### src/rtl/spi_dev_pw_mux.sv
// spi_dev_pw_mux
//
// Shares one SPI device protocol-wrapper interface (pw_*) among four
// function ports.
//   - Write path: the command byte of each transaction selects one port
//     (cmd[7:6]); that byte and the following bytes are strobed to that
//     port only. Commands 0xF0-0xFF belong to the core and go nowhere.
//     All u_w* / u_end outputs are registered (1-cycle latency).
//   - Response path: a round-robin arbiter (IDLE/ARB/ACTIVE/RELEASE) picks
//     one requesting port and connects its grant/data/strobe to the core
//     combinationally while it holds the bus.
//   - IRQ: per-port IRQ levels are registered into the status nibble.
//
// Ports
//   clk, rst                 clock, synchronous active-high reset
//   pw_wdata/wcmd/wstb/end   write byte, command flag, strobe, CS end (core)
//   pw_req/gnt               response buffer request/grant (to/from core)
//   pw_rdata/rstb            response byte and strobe (to core)
//   pw_irq                   IRQ status nibble (to core)
//   u_wdata/wcmd             write byte and command flag, common to ports
//   u_wstb/u_end             per-port write strobe and transaction end
//   u_req/u_gnt              per-port response request/grant
//   u_rdata/u_rstb           per-port response byte (port i at [8i+7:8i])
//   u_irq                    per-port IRQ level

module spi_dev_pw_mux (
  input  logic        clk,
  input  logic        rst,
  input  logic [7:0]  pw_wdata,
  input  logic        pw_wcmd,
  input  logic        pw_wstb,
  input  logic        pw_end,
  output logic        pw_req,
  input  logic        pw_gnt,
  output logic [7:0]  pw_rdata,
  output logic        pw_rstb,
  output logic [3:0]  pw_irq,
  output logic [7:0]  u_wdata,
  output logic        u_wcmd,
  output logic [3:0]  u_wstb,
  output logic [3:0]  u_end,
  input  logic [3:0]  u_req,
  output logic [3:0]  u_gnt,
  input  logic [31:0] u_rdata,
  input  logic [3:0]  u_rstb,
  input  logic [3:0]  u_irq
);

  typedef enum logic [1:0] {
    ST_IDLE,
    ST_ARB,
    ST_ACTIVE,
    ST_RELEASE
  } state_e;

  // Write routing state
  logic [1:0] wsel_q, wsel_d;
  logic       wsel_vld_q, wsel_vld_d;
  logic [7:0] u_wdata_q, u_wdata_d;
  logic       u_wcmd_q, u_wcmd_d;
  logic [3:0] u_wstb_q, u_wstb_d;
  logic [3:0] u_end_q, u_end_d;

  // Response arbitration state
  state_e     state_q, state_d;
  logic [1:0] rsel_q, rsel_d;
  logic [1:0] last_q, last_d;
  logic       pw_req_q, pw_req_d;
  logic [3:0] pw_irq_q;

  // Round-robin search results
  logic       rr_found;
  logic [1:0] rr_pick;
  logic [1:0] rr_idx;

  // ---------------------------------------------------------------------
  // Write routing
  // ---------------------------------------------------------------------
  // NOTE: blocking assignments inside always_comb are evaluated in order,
  // so wsel_d/wsel_vld_d already hold the freshly decoded command when the
  // strobe and end logic below read them; this is how a command byte is
  // routed by its own decode and how a same-cycle pw_end sees it.
  always_comb begin
    wsel_d     = wsel_q;
    wsel_vld_d = wsel_vld_q;
    u_wdata_d  = u_wdata_q;
    u_wcmd_d   = 1'b0;
    u_wstb_d   = 4'b0000;
    u_end_d    = 4'b0000;

    if (pw_wstb && pw_wcmd) begin
      if (pw_wdata[7:4] == 4'hF) begin
        wsel_vld_d = 1'b0;               // core-owned command
      end else begin
        wsel_d     = pw_wdata[7:6];
        wsel_vld_d = 1'b1;
      end
    end

    if (pw_wstb) begin
      u_wdata_d = pw_wdata;
      if (wsel_vld_d) begin
        u_wstb_d[wsel_d] = 1'b1;
        u_wcmd_d         = pw_wcmd;
      end
    end

    // End after the same-cycle byte, then close the transaction.
    if (pw_end) begin
      if (wsel_vld_d) u_end_d[wsel_d] = 1'b1;
      wsel_vld_d = 1'b0;
    end
  end

  // ---------------------------------------------------------------------
  // Response arbitration: next state
  // ---------------------------------------------------------------------
  always_comb begin
    // First requester after last_q, wrapping; i == 4 lands on last_q itself.
    rr_found = 1'b0;
    rr_pick  = last_q;
    rr_idx   = last_q;
    for (int i = 1; i <= 4; i++) begin
      rr_idx = last_q + 2'(i);
      if (!rr_found && u_req[rr_idx]) begin
        rr_found = 1'b1;
        rr_pick  = rr_idx;
      end
    end

    state_d  = state_q;
    rsel_d   = rsel_q;
    last_d   = last_q;
    pw_req_d = pw_req_q;

    case (state_q)
      ST_IDLE: begin
        if (|u_req) state_d = ST_ARB;
      end
      ST_ARB: begin
        if (rr_found) begin
          rsel_d   = rr_pick;
          last_d   = rr_pick;
          pw_req_d = 1'b1;
          state_d  = ST_ACTIVE;
        end else begin
          state_d  = ST_IDLE;
        end
      end
      ST_ACTIVE: begin
        // Only the selected port's request matters; others are ignored.
        if (!u_req[rsel_q]) begin
          pw_req_d = 1'b0;
          state_d  = ST_RELEASE;
        end
      end
      ST_RELEASE: begin
        if (!pw_gnt) state_d = ST_IDLE;
      end
      default: begin
        pw_req_d = 1'b0;
        state_d  = ST_IDLE;
      end
    endcase
  end

  // ---------------------------------------------------------------------
  // Response arbitration: combinational grant and data path
  // ---------------------------------------------------------------------
  always_comb begin
    u_gnt    = 4'b0000;
    pw_rdata = 8'h00;
    pw_rstb  = 1'b0;
    if (state_q == ST_ACTIVE && pw_gnt) begin
      u_gnt[rsel_q] = 1'b1;
      pw_rdata      = u_rdata[{rsel_q, 3'b000} +: 8];
      pw_rstb       = u_rstb[rsel_q];
    end
  end

  // ---------------------------------------------------------------------
  // Registers
  // ---------------------------------------------------------------------
  // NOTE: every flop here is a control/data register with a defined reset
  // value; there is no storage array, so the whole block resets together.
  always_ff @(posedge clk) begin
    if (rst) begin
      wsel_q     <= 2'd0;
      wsel_vld_q <= 1'b0;
      u_wdata_q  <= 8'h00;
      u_wcmd_q   <= 1'b0;
      u_wstb_q   <= 4'b0000;
      u_end_q    <= 4'b0000;
      state_q    <= ST_IDLE;
      rsel_q     <= 2'd0;
      last_q     <= 2'd3;                // port 0 wins the first arbitration
      pw_req_q   <= 1'b0;
      pw_irq_q   <= 4'b0000;
    end else begin
      wsel_q     <= wsel_d;
      wsel_vld_q <= wsel_vld_d;
      u_wdata_q  <= u_wdata_d;
      u_wcmd_q   <= u_wcmd_d;
      u_wstb_q   <= u_wstb_d;
      u_end_q    <= u_end_d;
      state_q    <= state_d;
      rsel_q     <= rsel_d;
      last_q     <= last_d;
      pw_req_q   <= pw_req_d;
      pw_irq_q   <= u_irq;
    end
  end

  assign u_wdata = u_wdata_q;
  assign u_wcmd  = u_wcmd_q;
  assign u_wstb  = u_wstb_q;
  assign u_end   = u_end_q;
  assign pw_req  = pw_req_q;
  assign pw_irq  = pw_irq_q;

endmodule

### config.mk
export PLATFORM = sky130hd
export DESIGN_NAME = spi_dev_pw_mux
export DESIGN_NICKNAME = d
export VERILOG_FILES = /design/src/rtl/spi_dev_pw_mux.sv
export SDC_FILE = /design/constraint.sdc
export NUM_CORES = 1
export LEC_CHECK = 0
export BUFFER_PORTS_ARGS = -buffer_cell sky130_fd_sc_hd__buf_2
export CAP_MARGIN = 20
export CORE_ASPECT_RATIO = 2
export CORE_UTILIZATION = 46
export DETAILED_ROUTE_END_ITERATION = 16
export PLACE_DENSITY = 0.83
export SLEW_MARGIN = 20
export SYNTH_ARGS = -nofsm -noshare
export SYNTH_HDL_FRONTEND = slang
export SYNTH_SLANG_ARGS = --single-unit
### constraint.sdc
create_clock -name clk -period 3 [get_ports clk]
set_input_delay 0.6 -clock clk [delete_from_list [all_inputs] [get_ports clk]]
set_output_delay 0.6 -clock clk [all_outputs]
set_load 0.01 [all_outputs]
==> run_results.csv, run 1 <==
group,metric,value,unit
synth,syn_area,1516,µm²
worst_hold_path,hold_depth,2,
drt,routed_wl,3492,µm
pwr,seq_power_share,47.5,%
worst_hold_path,min_from,"u_wdata[7]",
worst_setup_path,endpoint_kind,"output pin",
die,io_pins,93,
job,max_cap_viol_count,0,
synth,avgSynthCellArea,9.847,µm²
cells_and_area,stdcell_area,2051,µm²
grt,first_global_vias,1454,
worst_setup_path,critPathArrivalTime,1.91,ns
cells_and_area,utilization,64.96,%
die,die_h,83.20,µm
sta,tightest_slew,0.5727,ns
cells_and_area,fin_cells,276,
pwr,power,984.9,µW
worst_setup_path,worstReg2RegStart,"rsel_q[1]",
drt,wl_per_cell,12.65,µm
pwr,leakagePower,1.020,nW
placed_design,placed_area,1969,µm²
pwr,cell_internal_pwr,721.2,µW
grt,grt_usage,21.70,%
worst_setup_path,r2r_cells,3,
die,die_w,42.60,µm
sta,slew-limit-headroom,61.77,%
synth,yosysWarnings,0,
pwr,powerDensity,480.3,nW/µm²
pwr,clockPowerShare,31.0,%
worst_hold_path,hold_end,"u_wdata[7]",
placed_design,place_congestion,0.7485,
placed_design,pre_cts_ws,0.7703,ns
run_status,outcome,"complete, no violations",
drt,vias,1476,
clock_network,cts.path.max_buffers,2,
synth,netlist.area_leader.share,40.92,%
synth,synth_cell_type_count,36,
drt,drc,0,
synth,syn-num-nets,212,
sta,period_minus_slack,2.506,ns
clock_network,root_buffer,"clkbuf_8",
synth,synth_area_leaders,"dfxtp_1 (41%), mux4_2 (13%), nor2b_1 (6.2%), mux2i_1 (5.3%), nor2_1 (4.7%)",
grt,antenna_found_initial,0,
clock_network,clkSlewWorstSetupHoldPaths,0.06,ns
die,initial_core_util,48.04,%
placed_design,hpwl,2868,µm
synth,yosysSeqAreaShare,40.92,%
synth,yosysTopAreaCell,"dfxtp_1",
worst_setup_path,r2r_slack,1.21,ns
sta,fin_skew,0.003570,ns
sta,max_freq,399.0,MHz
synth,syn-instance-count,154,
grt,grt_pass1_wl,5878,µm
cells_and_area,layout.nets,302,
pwr,p_sw,263.7,µW
die,die-area,3544,µm²
clock_network,postCtsSetupRepairBufs,0,
cells_and_area,drive_gt1_share,44.90,%
drt,first_pass_iters,4,
worst_setup_path,path_class,"reg2out",
synth,ys_ff_latch,31,
die,num_rows,29,
sta,rsz0062_at_grt,"false",
placed_design,dp_cells,268,
clock_network,cts_inserted_buffers,5,
worst_setup_path,start_kind,"flip-flop",
die,core-area,3157,µm²
cells_and_area,multi_input_area,815.8,µm²
worst_setup_path,required,2.40,ns
worst_setup_path,cp_max_fo,11,
clock_network,post_cts_resized,0,
cells_and_area,fillers,284,
worst_setup_path,worst_r2r_endpoint,"state_q[0]",
clock_network,cts_tree,"built",
sta,setup_ws,0.4936,ns
grt,grt_max_degree,25,
sta,hold_slack,0.4919,ns
sta,hold_violations,0,
drt,postRouteAntennaNets,0,
pwr,irDropWorstVdd,0.3645,mV
drt,drtIter0Drc,12,
cells_and_area,synthToLayoutAreaGrowth,35.23,%
clock_network,htree_levels,2,
cells_and_area,final-seq-area,620.6,µm²
placed_design,port_buffers,92,
drt,avgViaCountPerCell,5.348,
clock_network,ctsHoldBuffers,0,
pwr,p_sw_share,26.78,%
sta,post-route-period-util,83.55,%
cells_and_area,n_antenna_cell,0,
grt,grt_overflow,0,
pwr,p_comb_share,21.5,%
clock_network,clkLatencyLatePin,0.28,ns
clock_network,clock-sinks,31,
sta,setup_violations,0,
sta,drv_slew,0,
sta,fin_tns_setup,0,ns
worst_hold_path,hp-class,"reg2reg",
[area by class of cell]
cell class / instances / area share, %
repair buffers: 93 / 22.82
clock buffers: 7 / 3.722
clock inverters: 1 / 0.2441
well taps: 31 / 1.891
flip-flops and latches: 31 / 30.26
multi-input cells: 106 / 39.78
inverters: 7 / 1.281
[sequential cells by signal, summed over array words and instances (netlist names), 2 cells and up, named ones only]
| signal | cells |
|---|---|
| u_wdata | 8 |
| pw_irq | 4 |
| u_end | 4 |
| u_wstb | 4 |
| last_q | 2 |
| rsel_q | 2 |
| wsel_q | 2 |
[power groups by stage]
| stage | combinational [mW] | sequential [mW] | clock (mW) |
|---|---|---|---|
| finish | 0.212 | 0.467 | 0.305 |
| floorplan | 0.143 | 0.470 | 0 |
| detailed placement | 0.214 | 0.477 | 0 |
| global placement | 0.210 | 0.475 | 0 |
| global route | 0.234 | 0.473 | 0.331 |
| CTS | 0.215 | 0.468 | 0.315 |
[cells in the mapped netlist (all sizes together)]
cell and instances:
dfxtp 31, nor2 19, nor2b 15, mux4 10, nand2 9, mux2i 8
inv 7, clkbuf 6, a21oi 5, buf 4, nor3 4, a21o 3
and3 3, nand3b 3, nor3b 3, o211ai 3, a211oi 2, a221oi 2
and2 2, nand2b 2, o21ai 2, o221ai 2, or2 2, a211o 1
a31oi 1, and4 1, nand3 1, nand4 1, o21bai 1, or4 1
[worst max-delay path: stages, from the launching register on]
cell and delay (ns):
dfxtp_1 0.59, buf_4 0.25, mux4_2 0.49, nor2b_1 0.14, buf_2 0.15
[per-layer routing]
metal	part of all wire, %	track usage, %	wire length (µm)
met4	3.1	13.35	107
met3	9.9	7.174	347
met1	31	16.32	1083
met2	56	42.38	1954
met5	0	0	0
[how the worst max path moves through the flow]
stage / startpoint / endpoint
2_1_floorplan: rsel_q[0] / pw_rdata[0]
3_3_place_gp: rsel_q[0] / pw_rdata[1]
3_5_place_dp: rsel_q[0] / pw_rdata[1]
4_1_cts: rsel_q[0] / pw_rdata[1]
5_1_grt: rsel_q[0] / pw_rdata[6]
6_report: rsel_q[0] / pw_rdata[1]
[placed cells by master (no fill, tap or decap), types with 2 or more instances in the layout]
cell type   n
and3_1      3
and2_1      2
mux4_2      9
nor2b_1    15
o221ai_1    2
nand2b_1    2
buf_2      92
a21o_1      3
nand3b_1    3
o211ai_1    3
nor3b_1     3
o21ai_0     2
clkbuf_8    5
dfxtp_1    31
a21oi_1     5
inv_1       7
clkbuf_1    2
nor2_1     19
nand2_1     9
nor3_1      4
a211oi_1    2
mux2i_1     8
[cells by family (layout without fill, tap and decap cells)]
logic type	after synthesis	after routing	share of synthesized area [%]
AND/OR/NAND/NOR	66	66	22.94
flip-flops	31	31	40.92
AO/OA/AOI/OAI	22	22	10.48
multiplexers	18	18	20.38
buffers and inverters	17	108	5.281
(Power assumes the default switching activity.)
==> run 2: changes to the inputs <==
--- a/config.mk
+++ b/config.mk
@@ -8,9 +8,9 @@
 export BUFFER_PORTS_ARGS = -buffer_cell sky130_fd_sc_hd__buf_2
 export CAP_MARGIN = 20
 export CORE_ASPECT_RATIO = 2
-export CORE_UTILIZATION = 46
+export CORE_UTILIZATION = 42
 export DETAILED_ROUTE_END_ITERATION = 16
-export PLACE_DENSITY = 0.83
+export PLACE_DENSITY = 0.76
 export SLEW_MARGIN = 20
 export SYNTH_ARGS = -nofsm -noshare
 export SYNTH_HDL_FRONTEND = slang
==> constraint.sdc (replaced) <==
create_clock -name clk -period 2.4 [get_ports clk]
set_input_delay 0.48 -clock clk [delete_from_list [all_inputs] [get_ports clk]]
set_output_delay 0.48 -clock clk [all_outputs]
set_load 0.01 [all_outputs]
==> run_results.csv, run 2 (same netlist as run 1, synthesis figures left out) <==
group,metric,value,unit
drt,postRouteAntennaNets,0,
die,initial_core_util,44.40,%
worst_setup_path,r2r_slack,0.81,ns
die,die-area,3870,µm²
pwr,seq_power_share,46.5,%
pwr,cell_internal_pwr,906.1,µW
worst_setup_path,worstReg2RegStart,"rsel_q[1]",
cells_and_area,synthToLayoutAreaGrowth,37.62,%
pwr,p_comb_share,22.7,%
clock_network,postCtsSetupRepairBufs,0,
cells_and_area,multi_input_area,815.8,µm²
placed_design,pre_cts_ws,0.5208,ns
grt,grt_max_degree,25,
cells_and_area,layout.nets,304,
worst_hold_path,hold_end,"wsel_vld_q",
pwr,irDropWorstVdd,0.5172,mV
sta,post-route-period-util,86.66,%
sta,tightest_slew,0.5160,ns
clock_network,cts_tree,"built",
clock_network,cts_inserted_buffers,5,
worst_setup_path,slowest_delay,0.50,ns
die,core-area,3416,µm²
worst_setup_path,cp_cell_sequence,"buf_4, mux4_2, nor2b_1, buf_2",
drt,first_pass_iters,4,
worst_setup_path,start_kind,"flip-flop",
drt,drc,0,
cells_and_area,n_antenna_cell,0,
sta,fin_skew,0.003449,ns
pwr,powerDensity,592.9,nW/µm²
grt,grt_pass1_wl,5768,µm
worst_hold_path,hold_depth,2,
cells_and_area,largest_reg_flops,8,
drt,vias,1477,
sta,slew-limit-headroom,65.45,%
worst_setup_path,path_class,"reg2out",
drt,routed_wl,3662,µm
worst_setup_path,required,1.92,ns
pwr,leakagePower,1.031,nW
cells_and_area,drive_gt1_share,45.34,%
die,die_w,44.49,µm
sta,max_freq,480.8,MHz
cells_and_area,final_common_cell,"buf_2",
job,max_cap_viol_count,0,
grt,antenna_found_initial,0,
worst_setup_path,slowest_stage,"mux4_2",
worst_setup_path,cp_max_fo,9,
worst_setup_path,critPathArrivalTime,1.60,ns
grt,grt_usage,20.11,%
clock_network,ctsHoldBuffers,0,
sta,drv_slew,0,
pwr,p_sw,331.3,µW
worst_setup_path,worst-path-buf-inv,2,
clock_network,root_buffer,"clkbuf_8",
placed_design,port_buffers,92,
drt,drtIter0Drc,64,
clock_network,cts.path.max_buffers,2,
sta,fin_tns_setup,0,ns
clock_network,clkSlewWorstSetupHoldPaths,0.06,ns
cells_and_area,fin_cells,295,
sta,rsz0062_at_grt,"false",
grt,first_global_vias,1434,
placed_design,dp_cells,287,
sta,hold_violations,0,
drt,wl_per_cell,12.41,µm
pwr,clockPowerShare,30.8,%
placed_design,hpwl,2974,µm
die,die_h,86.98,µm
worst_setup_path,cpLargestDelayFamily,"multiplexers",
die,num_rows,30,
sta,setup_violations,0,
placed_design,place_congestion,0.7836,
clock_network,post_cts_resized,0,
clock_network,clock-sinks,31,
worst_hold_path,min_from,"pw_end",
die,io_pins,93,
worst_setup_path,worst_r2r_endpoint,"state_q[0]",
cells_and_area,final-seq-area,620.6,µm²
sta,period_minus_slack,2.080,ns
pwr,p_sw_share,26.77,%
grt,grt_overflow,0,
run_status,outcome,"complete, no violations",
worst_hold_path,hp-class,"in2reg",
cells_and_area,layout_common_cells,"buf_2 (92), dfxtp_1 (31), nor2_1 (19)",
clock_network,clkLatencyLatePin,0.28,ns
cells_and_area,fillers,302,
clock_network,htree_levels,2,
drt,avgViaCountPerCell,5.007,
sta,setup_ws,0.3203,ns
worst_setup_path,r2r_cells,3,
worst_setup_path,endpoint_kind,"output pin",
==> run 2: cell types whose count changed in the layout (fill, tap and decap cells not counted) <==
cell	delta
buf_4	+2
==> run 2: cell type report <==
class	count	share of cell area, %
Multi-Input combinational cell	106	39.09
Clock buffer	7	3.657
Inverter	7	1.259
Sequential cell	31	29.74
Tap cell	48	2.878
Clock inverter	1	0.2398
Timing Repair Buffer	95	23.14
==> run 2: worst max path at each step <==
stage	start	to	depth (start not counted)
5_1_grt	rsel_q[1]	pw_rdata[5]	4
6_report	rsel_q[0]	pw_rdata[5]	4
4_1_cts	rsel_q[1]	pw_rdata[1]	4
3_3_place_gp	pw_gnt	u_gnt[2]	4
3_5_place_dp	pw_gnt	u_gnt[2]	4
2_1_floorplan	rsel_q[0]	pw_rdata[0]	4
==> run 2: power groups by stage <==
stage,clock network [mW],registers [mW],logic [mW]
after global routing,0.414,0.579,0.309
final,0.382,0.575,0.281
after CTS,0.396,0.576,0.284
after global placement,0,0.585,0.277
after detailed placement,0,0.587,0.283
after floorplan,0,0.587,0.179
==> run 2: per-stage QoR <==
step	power (mW)	hold slack [ns]	area, µm²	util, %
2_1_floorplan	0.7661	0.4819	1516	-
3_3_place_gp	0.8619	0.4675	2006	58.72
3_5_place_dp	0.8698	0.4793	2006	58.72
4_1_cts	1.255	0.3599	2087	61.10
5_1_grt	1.303	0.3872	2087	61.10
6_report	1.237	0.3683	2087	61.10
==> run 2: per-layer routing <==
layer  track usage, %  vias to the layer above  part of all wire (%)
met1            16.34                      662                    34
met4            11.02                        0                   2.1
met2            39.97                       78                    55
li1                 -                      732                     -
met3            4.772                        5                   7.9
met5                0                        -                     0
